`src/rtl/wb_int_ctrl_pkg.sv`:
```
// Shared constants for the Wishbone interrupt controller: register map, CTRL bits, widths.
// No logic, so no latency; no flow control.
// Also holds the priority encoder used to build CAUSE.
package wb_int_ctrl_pkg;

  localparam int BUS_W   = 32;
  localparam int MAX_SRC = 32;

  localparam logic [2:0] REG_PEND  = 3'd0;
  localparam logic [2:0] REG_MASK  = 3'd1;
  localparam logic [2:0] REG_MODE  = 3'd2;
  localparam logic [2:0] REG_CTRL  = 3'd3;
  localparam logic [2:0] REG_CAUSE = 3'd4;
  localparam logic [2:0] REG_RAW   = 3'd5;

  localparam int CTRL_GIE = 0;

  // Lowest set bit wins; an all-zero vector encodes as 0.
  function automatic logic [4:0] lowest_set(input logic [MAX_SRC-1:0] v);
    lowest_set = '0;
    for (int i = MAX_SRC - 1; i >= 0; i--) begin
      if (v[i]) lowest_set = 5'(i);
    end
  endfunction

endpackage

```
`src/rtl/wb_int_ctrl_if.sv`:
```
// Single-slave Wishbone-style bus bundle for the interrupt controller.
// Carries wires only, so no latency; STB/ACK is the handshake.
// The master holds STB until ACK; back-to-back requests are acked every other cycle.
interface wb_int_ctrl_if;
  import wb_int_ctrl_pkg::*;

  logic             STB;
  logic             WE;
  logic [BUS_W-1:0] ADDR;
  logic [BUS_W-1:0] DAT_I;
  logic [BUS_W-1:0] DAT_O;
  logic             ACK;

  modport master (output STB, WE, ADDR, DAT_I, input DAT_O, ACK);
  modport slave  (input STB, WE, ADDR, DAT_I, output DAT_O, ACK);
endinterface

```
`src/rtl/wb_int_ctrl_src_cell.sv`:
```
// One interrupt source: synchroniser, last-value flop and level/edge pending latch.
// Latency: pending follows src SYNC_STAGES edges after src is first sampled.
// No backpressure; a W1C arriving with a new rising edge loses to the set.
module int_src_cell #(
  parameter int SYNC_STAGES = 2
) (
  input  logic clk,
  input  logic rst,
  input  logic src,
  input  logic mode,
  input  logic w1c,
  output logic s,
  output logic pending
);

  logic [SYNC_STAGES-1:0] sync_q;
  logic                   last_q;

  assign s = sync_q[SYNC_STAGES-1];

  always_ff @(posedge clk) begin
    if (rst) begin
      sync_q  <= '0;
      last_q  <= 1'b0;
      pending <= 1'b0;
    end else begin
      sync_q[0] <= src;
      for (int i = 1; i < SYNC_STAGES; i++) begin
        sync_q[i] <= sync_q[i-1];
      end
      last_q <= s;
      if (mode) begin
        pending <= (s & ~last_q) | (pending & ~w1c);
      end else begin
        pending <= s;
      end
    end
  end

endmodule

```
`src/rtl/wb_int_ctrl.sv`:
```
// Interrupt controller with MASK/MODE/CTRL registers and registered INT/CAUSE outputs.
// Latency: ACK one cycle after STB; INT/CAUSE one edge after pending or MASK/CTRL change.
// No backpressure on sources; the bus is acked every other cycle while STB is held.
module wb_int_ctrl
  import wb_int_ctrl_pkg::*;
#(
  parameter int          N_SRC       = 16,
  parameter int          SYNC_STAGES = 2,
  parameter logic [31:0] RESET_MASK  = 32'h0,
  parameter logic [31:0] RESET_MODE  = 32'h0
) (
  input  logic                clk,
  input  logic                rst,
  input  logic [N_SRC-1:0]    src,
  wb_int_ctrl_if.slave        bus,
  output logic                INT,
  output logic [BUS_W-1:0]    CAUSE
);

  logic [N_SRC-1:0]   mask_q;
  logic [N_SRC-1:0]   mode_q;
  logic               gie_q;
  logic [N_SRC-1:0]   s_vec;
  logic [N_SRC-1:0]   pend_vec;
  logic [N_SRC-1:0]   w1c;
  logic               acc;
  logic               wr;
  logic [2:0]         sel;
  logic [BUS_W-1:0]   rd_data;
  logic [MAX_SRC-1:0] act;
  logic               unused_bits;

  assign acc = bus.STB & ~bus.ACK;
  assign wr  = acc & bus.WE;
  assign sel = bus.ADDR[4:2];

  assign unused_bits = ^{bus.ADDR[31:5], bus.ADDR[1:0], bus.DAT_I};

  for (genvar i = 0; i < N_SRC; i++) begin : g_src
    int_src_cell #(.SYNC_STAGES(SYNC_STAGES)) u_cell (
      .clk     (clk),
      .rst     (rst),
      .src     (src[i]),
      .mode    (mode_q[i]),
      .w1c     (w1c[i]),
      .s       (s_vec[i]),
      .pending (pend_vec[i])
    );
  end

  always_comb begin
    w1c = '0;
    if (wr && sel == REG_PEND) w1c = bus.DAT_I[N_SRC-1:0];
  end

  always_comb begin
    act = '0;
    act[N_SRC-1:0] = pend_vec & mask_q;
  end

  always_comb begin
    rd_data = '0;
    case (sel)
      REG_PEND:  rd_data[N_SRC-1:0] = pend_vec;
      REG_MASK:  rd_data[N_SRC-1:0] = mask_q;
      REG_MODE:  rd_data[N_SRC-1:0] = mode_q;
      REG_CTRL:  rd_data[CTRL_GIE]  = gie_q;
      REG_CAUSE: rd_data            = CAUSE;
      REG_RAW:   rd_data[N_SRC-1:0] = s_vec;
      default:   rd_data            = '0;
    endcase
  end

  always_ff @(posedge clk) begin
    if (rst) begin
      mask_q    <= RESET_MASK[N_SRC-1:0];
      mode_q    <= RESET_MODE[N_SRC-1:0];
      gie_q     <= 1'b0;
      bus.ACK   <= 1'b0;
      bus.DAT_O <= '0;
      INT       <= 1'b0;
      CAUSE     <= '0;
    end else begin
      bus.ACK   <= acc;
      bus.DAT_O <= (acc & ~bus.WE) ? rd_data : '0;
      if (wr) begin
        case (sel)
          REG_MASK: mask_q <= bus.DAT_I[N_SRC-1:0];
          REG_MODE: mode_q <= bus.DAT_I[N_SRC-1:0];
          REG_CTRL: gie_q  <= bus.DAT_I[CTRL_GIE];
          default:  ;
        endcase
      end
      // CAUSE reflects masked pending even while GIE is off.
      INT   <= gie_q & (|act);
      CAUSE <= {27'd0, lowest_set(act)};
    end
  end

endmodule

```
`src/flat_wrapper.sv`:
```
// flat-port wrapper written by rule: the top's interface ports become plain ports
module wb_int_ctrl_flat import wb_int_ctrl_pkg::*;
#(
  parameter int          N_SRC       = 16,
  parameter int          SYNC_STAGES = 2,
  parameter logic [31:0] RESET_MASK  = 32'h0,
  parameter logic [31:0] RESET_MODE  = 32'h0
)
  (clk, rst, src, INT, CAUSE, bus_STB, bus_WE, bus_ADDR, bus_DAT_I, bus_DAT_O, bus_ACK);
  wb_int_ctrl_if bus_i ();
  input  logic clk;
  input  logic rst;
  input  logic [N_SRC-1:0] src;
  output logic INT;
  output logic [BUS_W-1:0] CAUSE;
  input wire logic [$bits(bus_i.STB)-1:0] bus_STB;
  input wire logic [$bits(bus_i.WE)-1:0] bus_WE;
  input wire logic [$bits(bus_i.ADDR)-1:0] bus_ADDR;
  input wire logic [$bits(bus_i.DAT_I)-1:0] bus_DAT_I;
  output wire logic [$bits(bus_i.DAT_O)-1:0] bus_DAT_O;
  output wire logic [$bits(bus_i.ACK)-1:0] bus_ACK;
  assign bus_i.STB = bus_STB;
  assign bus_i.WE = bus_WE;
  assign bus_i.ADDR = bus_ADDR;
  assign bus_i.DAT_I = bus_DAT_I;
  assign bus_DAT_O = bus_i.DAT_O;
  assign bus_ACK = bus_i.ACK;
  wb_int_ctrl #(.N_SRC(N_SRC), .SYNC_STAGES(SYNC_STAGES), .RESET_MASK(RESET_MASK), .RESET_MODE(RESET_MODE)) u_core (.clk(clk), .rst(rst), .src(src), .bus(bus_i), .INT(INT), .CAUSE(CAUSE));
endmodule
```
`config.mk`:
```
export PLATFORM = sky130hd
export DESIGN_NAME = wb_int_ctrl_flat
export DESIGN_NICKNAME = d
export VERILOG_FILES = /design/src/rtl/wb_int_ctrl_pkg.sv /design/src/rtl/wb_int_ctrl_if.sv /design/src/rtl/wb_int_ctrl_src_cell.sv /design/src/rtl/wb_int_ctrl.sv /design/src/flat_wrapper.sv
export SDC_FILE = /design/constraint.sdc
export NUM_CORES = 1
export LEC_CHECK = 0
export CAP_MARGIN = 40
export CORE_UTILIZATION = 40
export DETAILED_ROUTE_END_ITERATION = 10
export GPL_TIMING_DRIVEN = 0
export MAX_ROUTING_LAYER = met4
export PLACE_DENSITY = 0.69
export SLEW_MARGIN = 10
export SYNTH_ARGS = -nofsm -noshare
export SYNTH_HDL_FRONTEND = slang
export SYNTH_HIERARCHICAL = 1
export SYNTH_SLANG_ARGS = --single-unit
```
`constraint.sdc`:
```
create_clock -name clk -period 1.96 [get_ports clk]
set_input_delay 0.294 -clock clk [delete_from_list [all_inputs] [get_ports clk]]
set_output_delay 0.294 -clock clk [all_outputs]
set_load 0.005 [all_outputs]
```
== Word level (Yosys, flattened, before mapping) ==
Index checks and enable logic that the tools add are counted.

* Muxes and demuxes: 34
* Equal/unequal tests: 5
* Reductions and logical operators: 13
* Bitwise logic cells: 89

{| class="wikitable"
|+ Operators with widths
! kind !! number
|-
| 15-bit one-hot mux with 5 select lines || 1
|-
| 4-bit 2-to-1 mux || 15
|-
| 1-bit bitwise AND || 36
|-
| 1-bit NOT || 36
|-
| 16-bit OR reduction || 2
|-
| 16-bit bitwise AND || 1
|-
| 1-bit 2-to-1 mux || 16
|-
| 16-bit 2-to-1 mux || 1
|-
| 1-bit OR || 16
|-
| 9-bit OR reduction || 1
|-
| 3-bit by 2-bit equality test with 1-bit output, second input constant || 2
|-
| 3-bit equality test, second input constant || 2
|-
| 1-bit one-hot mux with 6 select lines || 1
|-
| 2-bit AND reduction || 3
|-
| 3-bit OR reduction || 2
|-
| 5-bit OR reduction || 1
|-
| 2-bit OR reduction || 2
|-
| 3-bit by 1-bit equality test with 1-bit output, second input constant || 1
|-
| 3-bit logical NOT || 1
|-
| 1-bit logical AND || 1
|}

* Bits of input ports: 84
* Flip-flop bits (word level): 163
* Logic and storage cells: 202

== Longest topological paths before layout ==
Gate-level depths: netlist (run 1).

* Depth after elaboration: 16
* Mapped depth: 7
* Gate-level depth less buffers: 5

== Modules after synthesis ==
The synthesis (run 1) kept the hierarchy.

{| class="wikitable"
|+ By module, submodules not included
! module !! area each (µm²) !! cells an instance !! instances
|-
| wb_int_ctrl || 2980.4 || 344 || 1
|-
| int_src_cell || 125.1 || 10 || 16
|}

== Worst setup path after synthesis (run 1) ==
OpenSTA, ideal clock, no wires.

* Kind: input to register
* Start: in bus_ADDR[4]
* End: reg u_core.g_src[10].u_cell.pending
* Path slack: 375 ps
* Path buffers: 2
* Arrival: 1471 ps
* Data required time: 1846 ps
* Cell stages on the path: 7
* Cell sequence: buf_6 > nand4bb_4 > nor3_1 > clkbuf_1 > and2_1 > nor4bb_1 > a21o_1

* Word-level cells in the longest chain between the ends: 7

{| class="wikitable"
|+ Ends and longest elaborated chain
! element !! line !! RTL
|-
| from (decl) || flat_wrapper.sv:18 || <nowiki>input wire logic [$bits(bus_i.ADDR)-1:0] bus_ADDR;</nowiki>
|-
| 3-bit logical NOT || wb_int_ctrl.sv:53 || <nowiki>if (wr && sel == REG_PEND) w1c = bus.DAT_I[N_SRC-1:0];</nowiki>
|-
| 1-bit logical AND || wb_int_ctrl.sv:53 ||
|-
| 16-bit 2-to-1 mux || wb_int_ctrl.sv:53 ||
|-
| via u_core.w1c[10] || wb_int_ctrl.sv:25 || <nowiki>logic [N_SRC-1:0] w1c;</nowiki>
|-
| 1-bit NOT || wb_int_ctrl_src_cell.sv:33 || <nowiki>pending <= (s & ~last_q) | (pending & ~w1c);</nowiki>
|-
| 1-bit bitwise AND || wb_int_ctrl_src_cell.sv:33 ||
|-
| 1-bit OR || wb_int_ctrl_src_cell.sv:33 ||
|-
| 1-bit 2-to-1 mux || wb_int_ctrl_src_cell.sv:32 || <nowiki>if (mode) begin</nowiki>
|-
| to (signal assigned) || wb_int_ctrl_src_cell.sv:33 ||
|-
| to (signal assigned) || wb_int_ctrl_src_cell.sv:35 || <nowiki>pending <= s;</nowiki>
|-
| to (decl) || wb_int_ctrl_src_cell.sv:13 || <nowiki>output logic pending</nowiki>
|}

The timed path passes the listed nets, and every way through them passes these cells.
A chain may end at the register's enable or synchronous reset.

== Final worst setup path (run 1) ==
* Start: in bus_WE
* End: reg u_core.g_src[6].u_cell.pending

* Word-level cells in the longest chain between the ends: 7

{| class="wikitable"
|+ Ends and longest elaborated chain
! element !! line !! RTL
|-
| from (decl) || flat_wrapper.sv:17 || <nowiki>input wire logic [$bits(bus_i.WE)-1:0] bus_WE;</nowiki>
|-
| 1-bit bitwise AND || wb_int_ctrl.sv:34 || <nowiki>assign wr = acc & bus.WE;</nowiki>
|-
| 1-bit logical AND || wb_int_ctrl.sv:53 ||
|-
| 16-bit 2-to-1 mux || wb_int_ctrl.sv:53 ||
|-
| via u_core.w1c[6] || wb_int_ctrl.sv:25 ||
|-
| 1-bit NOT || wb_int_ctrl_src_cell.sv:33 ||
|-
| 1-bit bitwise AND || wb_int_ctrl_src_cell.sv:33 ||
|-
| 1-bit OR || wb_int_ctrl_src_cell.sv:33 ||
|-
| 1-bit 2-to-1 mux || wb_int_ctrl_src_cell.sv:32 ||
|-
| to (signal assigned) || wb_int_ctrl_src_cell.sv:33 ||
|-
| to (signal assigned) || wb_int_ctrl_src_cell.sv:35 ||
|-
| to (decl) || wb_int_ctrl_src_cell.sv:13 ||
|}

The timed path passes the listed nets, and every way through them passes these cells.

==> flow_metrics.env, run 1 <==
export IMPL_netlist_area_um2=4982
export IMPL_die_area_um2=12910
export IMPL_path_clk_slew_ns=0.05
export IMPL_synthFlopType="dfxtp_1"
export IMPL_regToRegSetupSlack_ns=0.18
export IMPL_cp_endpoint="u_core/g_src[6].u_cell/pending"
export IMPL_cts_sinks=119
export IMPL_grt_ovfl_total=0
export IMPL_cpPeakStageDelay_ns=0.62
export IMPL_ios=150
export IMPL_synth_top_area_share_pct=47.82
export IMPL_portBuffers=58
export IMPL_max_freq_mhz=539.4
export IMPL_fin_crit_ns=1.854
export IMPL_routedWlPerCell_um=14.65
export IMPL_end_kind="flip-flop"
export IMPL_synth_distinct_cells=44
export IMPL_status="completed"
export IMPL_diodes=0
export IMPL_worst_path_buf_inv=2
export IMPL_path_cells="clkdlybuf4s50_1, nand4bb_4, nor3_2, buf_2, and2_1, nor4bb_1, a21o_1"
export IMPL_yosys_warnings=6
export IMPL_rr_endpoint="u_core/g_src[6].u_cell/pending"
export IMPL_die_x_um=113.6
export IMPL_final_common_cell="dfxtp_1"
export IMPL_place_area_um2=5954
export IMPL_clock_path_buffers=2
export IMPL_numCtsBuffers=17
export IMPL_place_gp_congestion=0.8139
export IMPL_drive_above_1_share_pct=20.94
export IMPL_dr_first_iter_drc_count=267
export IMPL_cp_depth=7
export IMPL_tritoncts="yes"
export IMPL_p_leak_nw=2.900
export IMPL_vias=3944
export IMPL_row_count=40
export IMPL_initial_core_util_pct=41.31
export IMPL_crit_required_ns=2.27
export IMPL_syn_inst=504
export IMPL_synth_edf_count=0
export IMPL_finalSetupViolCount=0
export IMPL_synth_area_leaders="dfxtp_1 48%, buf_4 6.8%, and2b_2 5.6%"
export IMPL_hold_class="input pin to flip-flop"
export IMPL_syn_area_per_cell_um2=9.885
export IMPL_die_y_um=113.6
export IMPL_htree_levels=4
export IMPL_slew_viol_final=0
export IMPL_grt_max_degree=40
export IMPL_power_density_nw_per_um2=936.3
export IMPL_cp_startpoint="bus_WE"
export IMPL_reg2reg_from="u_core/bus.ACK"
export IMPL_holdWs_ns=0.2594
export IMPL_cp_slowest_cell="clkdlybuf4s50_1"
export IMPL_final_cell_mix="119 x dfxtp_1, 64 x nand2_1, 56 x clkdlybuf4s50_1, 47 x buf_4, 44 x conb_1"
export IMPL_grt_pass1_vias=3939
export IMPL_place_hpwl_um=8131
export IMPL_antenna_left=0
export IMPL_worstPathArrival_ns=2.16
export IMPL_root_buffer="clkbuf_16"
export IMPL_grt_pass1_wl_um=18980
export IMPL_finalHoldViolCount=0
export IMPL_finalNetCount=711
export IMPL_finClkSkew_ns=0.006033
export IMPL_fin_crit_sh_pct=94.59
export IMPL_area_growth_pct=33.12
export IMPL_drt_pass1_iter_count=5
export IMPL_path_delay_family="buffers and inverters"
export IMPL_worst_path_max_fanout=13
export IMPL_cts_hold_buf=0
export IMPL_crit_path_start_kind="input pin"
export IMPL_yosys_area_top_type="dfxtp_1"
export IMPL_antenna_found_initial=0
export IMPL_clk_latency_ns=0.41
export IMPL_fin_area_um2=6633
export IMPL_max_cap_violations=0
export IMPL_ir_drop_mv=0.5940
export IMPL_core_area_um2=12060
export IMPL_ys_ff_latch=119
export IMPL_seq_area_frac_synth_pct=47.82
export IMPL_wirelength_um=11840
export IMPL_rsz0062_at_grt="no"
export IMPL_slew_headroom_pct=57.08
export IMPL_critical_path_class="input pin to flip-flop"
export IMPL_routed_via_density=4.881
export IMPL_track_usage_pct=20.12
export IMPL_ys_async_sr_fraction_pct=0
export IMPL_drc_errors=0
export IMPL_ff2ff_path_depth=6
export IMPL_tightest_slew_ns=0.6438
synth_stat cells, types with 2 or more instances:
cell type  count
a22oi_1       19
a21oi_1       20
nand3_1        4
nor3_1         2
and2b_2       32
mux2i_1       28
nor4bb_1      16
and2_1        18
nor2_1        35
nor2b_1       18
a22o_1         2
a21o_1        16
mux4_2         3
nand2_1       65
nand2b_1       2
and3_1         4
o2bb2ai_1     11
buf_4         45
dfxtp_1      119
clkbuf_1      10
buf_2          6
buf_6          3
inv_1          2
o21ai_0        4
per-stage QoR:
stage	utilization [%]	total power, mW	TNS, ns	worst slack, ns	cells
after global routing	54.99	6.428	0	0.03220	808
after CTS	54.83	6.277	0	0.02424	808
after floorplan	-	2.784	0	0.3754	547
final	54.99	6.210	0	0.1059	808
after global placement	49.20	2.942	-147.19	-2.220	773
after detailed placement	49.37	2.952	-25.70	-0.7474	775
metal layers:
layer / global-route usage, % / share of wire [%] / vias up
met2: 32.48 / 49 / 146
li1: - / - / 1900
met5: - / 0 / -
met3: 7.386 / 6.6 / 26
met1: 22.43 / 42 / 1872
met4: 8.421 / 2.3 / 0
sequential cells by signal, indices dropped and copies added, names as in the netlist:
| signal | cells |
|---|---|
| u_core/CAUSE | 4 |
| u_core/INT | 1 |
| u_core/bus.ACK | 1 |
| u_core/bus.DAT_O | 16 |
| u_core/g_src.u_cell/last_q | 16 |
| u_core/g_src.u_cell/pending | 16 |
| u_core/g_src.u_cell/sync_q | 32 |
| u_core/gie_q | 1 |
| u_core/mask_q | 16 |
| u_core/mode_q | 16 |
cell families (layout without fill, tap and decap cells):
| family | count (synthesis) | after routing | synth area share (%) |
|---|---|---|---|
| flip-flops | 119 | 119 | 47.82 |
| other | 1 | 44 | 0.07527 |
| AO/OA/AOI/OAI | 85 | 85 | 12.26 |
| multiplexers | 32 | 32 | 7.207 |
| buffers and inverters | 66 | 159 | 8.965 |
| AND/OR/NAND/NOR | 201 | 201 | 23.68 |
cell type report:
type | count | area, um2
Tap cell | 168 | 210.2
Clock inverter | 8 | 142.6
Clock buffer | 24 | 491.7
Sequential cell | 119 | 2382
Multi-Input combinational cell | 362 | 2340
Inverter | 2 | 7.507
Timing Repair Buffer | 62 | 618.1
Buffer | 63 | 440.4
Fill cell | 1102 | 5429
where the power goes:
| group | switching [mW] | internal, mW |
|---|---|---|
| sequential | 0.0313 | 2.48 |
| clock | 1.04 | 2.25 |
| combinational | 0.183 | 0.219 |
| total | 1.26 | 4.95 |
repair_timing:
| item | CTS | global route |
|---|---|---|
| resized for setup | 4 | 8 |
| setup endpoints to repair | 30 | 15 |
| setup buffers | 2 | 0 |
tightest hold or removal path, stage by stage:
cell and delay (ns):
buf_6 0.12, a2111oi_4 0.09, o21a_1 0.12
worst min path at each step:
| stage | cells after the start | to | slack, ns | startpoint |
|---|---|---|---|---|
| global placement | 1 | u_core/g_src[10].u_cell/sync_q[1] | 0.43 | u_core/g_src[10].u_cell/sync_q[0] |
| global route | 3 | u_core/bus.DAT_O[0] | 0.25 | bus_ADDR[4] |
| detailed placement | 1 | u_core/g_src[11].u_cell/sync_q[1] | 0.43 | u_core/g_src[11].u_cell/sync_q[0] |
| floorplan | 1 | u_core/g_src[0].u_cell/last_q | 0.38 | rst |
| CTS | 3 | u_core/bus.DAT_O[0] | 0.23 | bus_ADDR[4] |
| finish | 3 | u_core/bus.DAT_O[0] | 0.26 | bus_ADDR[4] |
(Power assumes the default switching activity.)
==> run 2, diff against run 1 <==
Settings changed: ABC_AREA set to 0, PLACE_DENSITY 0.69 to 0.71.
Clock period 1.96 ns to 1.7 ns, I/O delays scaled along.
==> run 2 against run 1 <==
  * Die area unchanged
  * Setup slack got worse by 0.034 ns
  * Highest routed layer unchanged
  * Global-route usage shrank 0.67 points
  * Critical path type unchanged
  * Non-clock buffer count increased by 1
  * Final cell count is the same
==> flow_metrics.env, run 2 (synthesized netlist as in run 1, its figures left out) <==
export IMPL_grt_max_degree=36
export IMPL_dr_first_iter_drc_count=233
export IMPL_fin_crit_ns=1.628
export IMPL_clk_latency_ns=0.41
export IMPL_cts_sinks=119
export IMPL_die_area_um2=12910
export IMPL_tritoncts="yes"
export IMPL_drive_above_1_share_pct=21.72
export IMPL_finalSetupViolCount=0
export IMPL_worst_path_max_fanout=10
export IMPL_power_density_nw_per_um2=1082
export IMPL_antenna_left=0
export IMPL_die_y_um=113.6
export IMPL_whs_path_depth=3
export IMPL_path_cells="clkdlybuf4s50_1, nand4bb_4, nor3_2, clkbuf_4, and2_1, nor4bb_1, a21o_1"
export IMPL_finalHoldViolCount=0
export IMPL_rsz0062_at_grt="yes"
export IMPL_wirelength_um=11700
export IMPL_clock_path_buffers=2
export IMPL_placedCellCount=775
export IMPL_cts_hold_buf=0
export IMPL_ff2ff_path_depth=6
export IMPL_track_usage_pct=19.45
export IMPL_slew_headroom_pct=54.93
export IMPL_htree_levels=4
export IMPL_layoutNonFillerInstCount=808
export IMPL_max_cap_violations=0
export IMPL_grt_pass1_vias=3722
export IMPL_drc_errors=0
export IMPL_cp_slowest_cell="clkdlybuf4s50_1"
export IMPL_drt_pass1_iter_count=5
export IMPL_numCtsBuffers=17
export IMPL_power_mw=7.195
export IMPL_place_hpwl_um=8093
export IMPL_crit_required_ns=2.00
export IMPL_tightest_slew_ns=0.6760
export IMPL_worstPathArrival_ns=1.93
export IMPL_finClkSkew_ns=0.007667
export IMPL_grt_pass1_wl_um=18640
export IMPL_root_buffer="clkbuf_16"
export IMPL_ios=150
export IMPL_area_growth_pct=33.48
export IMPL_ir_drop_mv=0.6058
export IMPL_crit_path_start_kind="input pin"
export IMPL_row_count=40
export IMPL_place_gp_congestion=0.7979
export IMPL_status="completed"
export IMPL_routed_via_density=4.838
export IMPL_diodes=0
export IMPL_fin_crit_sh_pct=95.77
export IMPL_final_cell_mix="119 x dfxtp_1, 64 x nand2_1, 55 x clkdlybuf4s50_1, 48 x buf_4, 44 x conb_1"
export IMPL_slew_viol_final=0
export IMPL_core_area_um2=12060
export IMPL_regMostFlops="u_core/g_src.u_cell/sync_q"
export IMPL_path_clk_slew_ns=0.05
export IMPL_max_freq_mhz=614.2
export IMPL_final_common_cell="dfxtp_1"
export IMPL_hold_class="input pin to flip-flop"
export IMPL_initial_core_util_pct=41.31
export IMPL_vias=3909
export IMPL_antenna_found_initial=0
export IMPL_p_leak_nw=2.895
export IMPL_critical_path_class="input pin to flip-flop"
export IMPL_portBuffers=58
export IMPL_grt_ovfl_total=0
export IMPL_holdWs_ns=0.2335
export IMPL_finalNetCount=712
export IMPL_routedWlPerCell_um=14.48
export IMPL_end_kind="flip-flop"
export IMPL_largest_register_ffs=32
export IMPL_cpPeakStageDelay_ns=0.55
export IMPL_die_x_um=113.6
export IMPL_regToRegSetupSlack_ns=0.07
## run 2: final cells by class
cell class / count / area [um2]
multi-input cells: 362 / 2347
well taps: 168 / 210.2
plain buffers: 64 / 450.4
clock inverters: 14 / 207.7
clock buffers: 17 / 425.4
inverters: 2 / 7.507
repair buffers: 62 / 619.3
flip-flops and latches: 119 / 2382
fillers: 1062 / 5411
## run 2: final timing paths
check	from	endpoint
min	bus_ADDR[4]	u_core/bus.DAT_O[0]
min reg2reg	u_core/g_src[6].u_cell/sync_q[0]	u_core/g_src[6].u_cell/sync_q[1]
max	bus_STB	u_core/g_src[9].u_cell/pending
max reg2reg	u_core/bus.ACK	u_core/g_src[9].u_cell/pending
## run 2: what timing repair did
item	in CTS	in global routing
setup buffers	2	0
resized for setup	14	2
endpoints found under the setup margin	43	20
pin swaps	0	1
## run 2: power breakdown
group          internal [mW]  switching, mW  leakage [nW]  total, mW
clock network           2.58           1.26         0.297       3.83
registers               2.86         0.0362         0.969       2.90
logic                  0.253          0.211          1.63      0.465
total                   5.69           1.51          2.90       7.19
## run 2: critical path: cells and delay by family
family          cells  cell delay [ns]
compound gates      1             0.15
buf+inv             2             0.86
simple gates        4             0.66
## run 2: per-stage QoR
step | cell area [um2] | utilization [%] | setup slack [ns] | setup TNS (ns)
final | 6650 | 55.13 | 0.07190 | 0
after global routing | 6650 | 55.13 | -0.004270 | -0.004270
after CTS | 6645 | 55.09 | 0.01456 | 0
after detailed placement | 5954 | 49.37 | -0.9806 | -39.15
after global placement | 5934 | 49.20 | -2.422 | -170.72
after floorplan | 5144 | - | 0.1544 | 0
## run 2: routing by layer
metal  vias up  part of all wire, %  global-route usage, %
met5         -                    0                      -
met4         0                  1.4                  7.105
met3        23                  6.9                  6.536
met2       134                   49                  31.10
met1      1858                   43                  22.72
li1       1894                    -                      -
==> run 3, diff against run 2 <==
Settings changed: CTS_CLUSTER_DIAMETER set to 120, CTS_CLUSTER_SIZE set to 25.
==> results of run 3 <==
No change in the layout: final DEF, timing and power equal those of run 2.
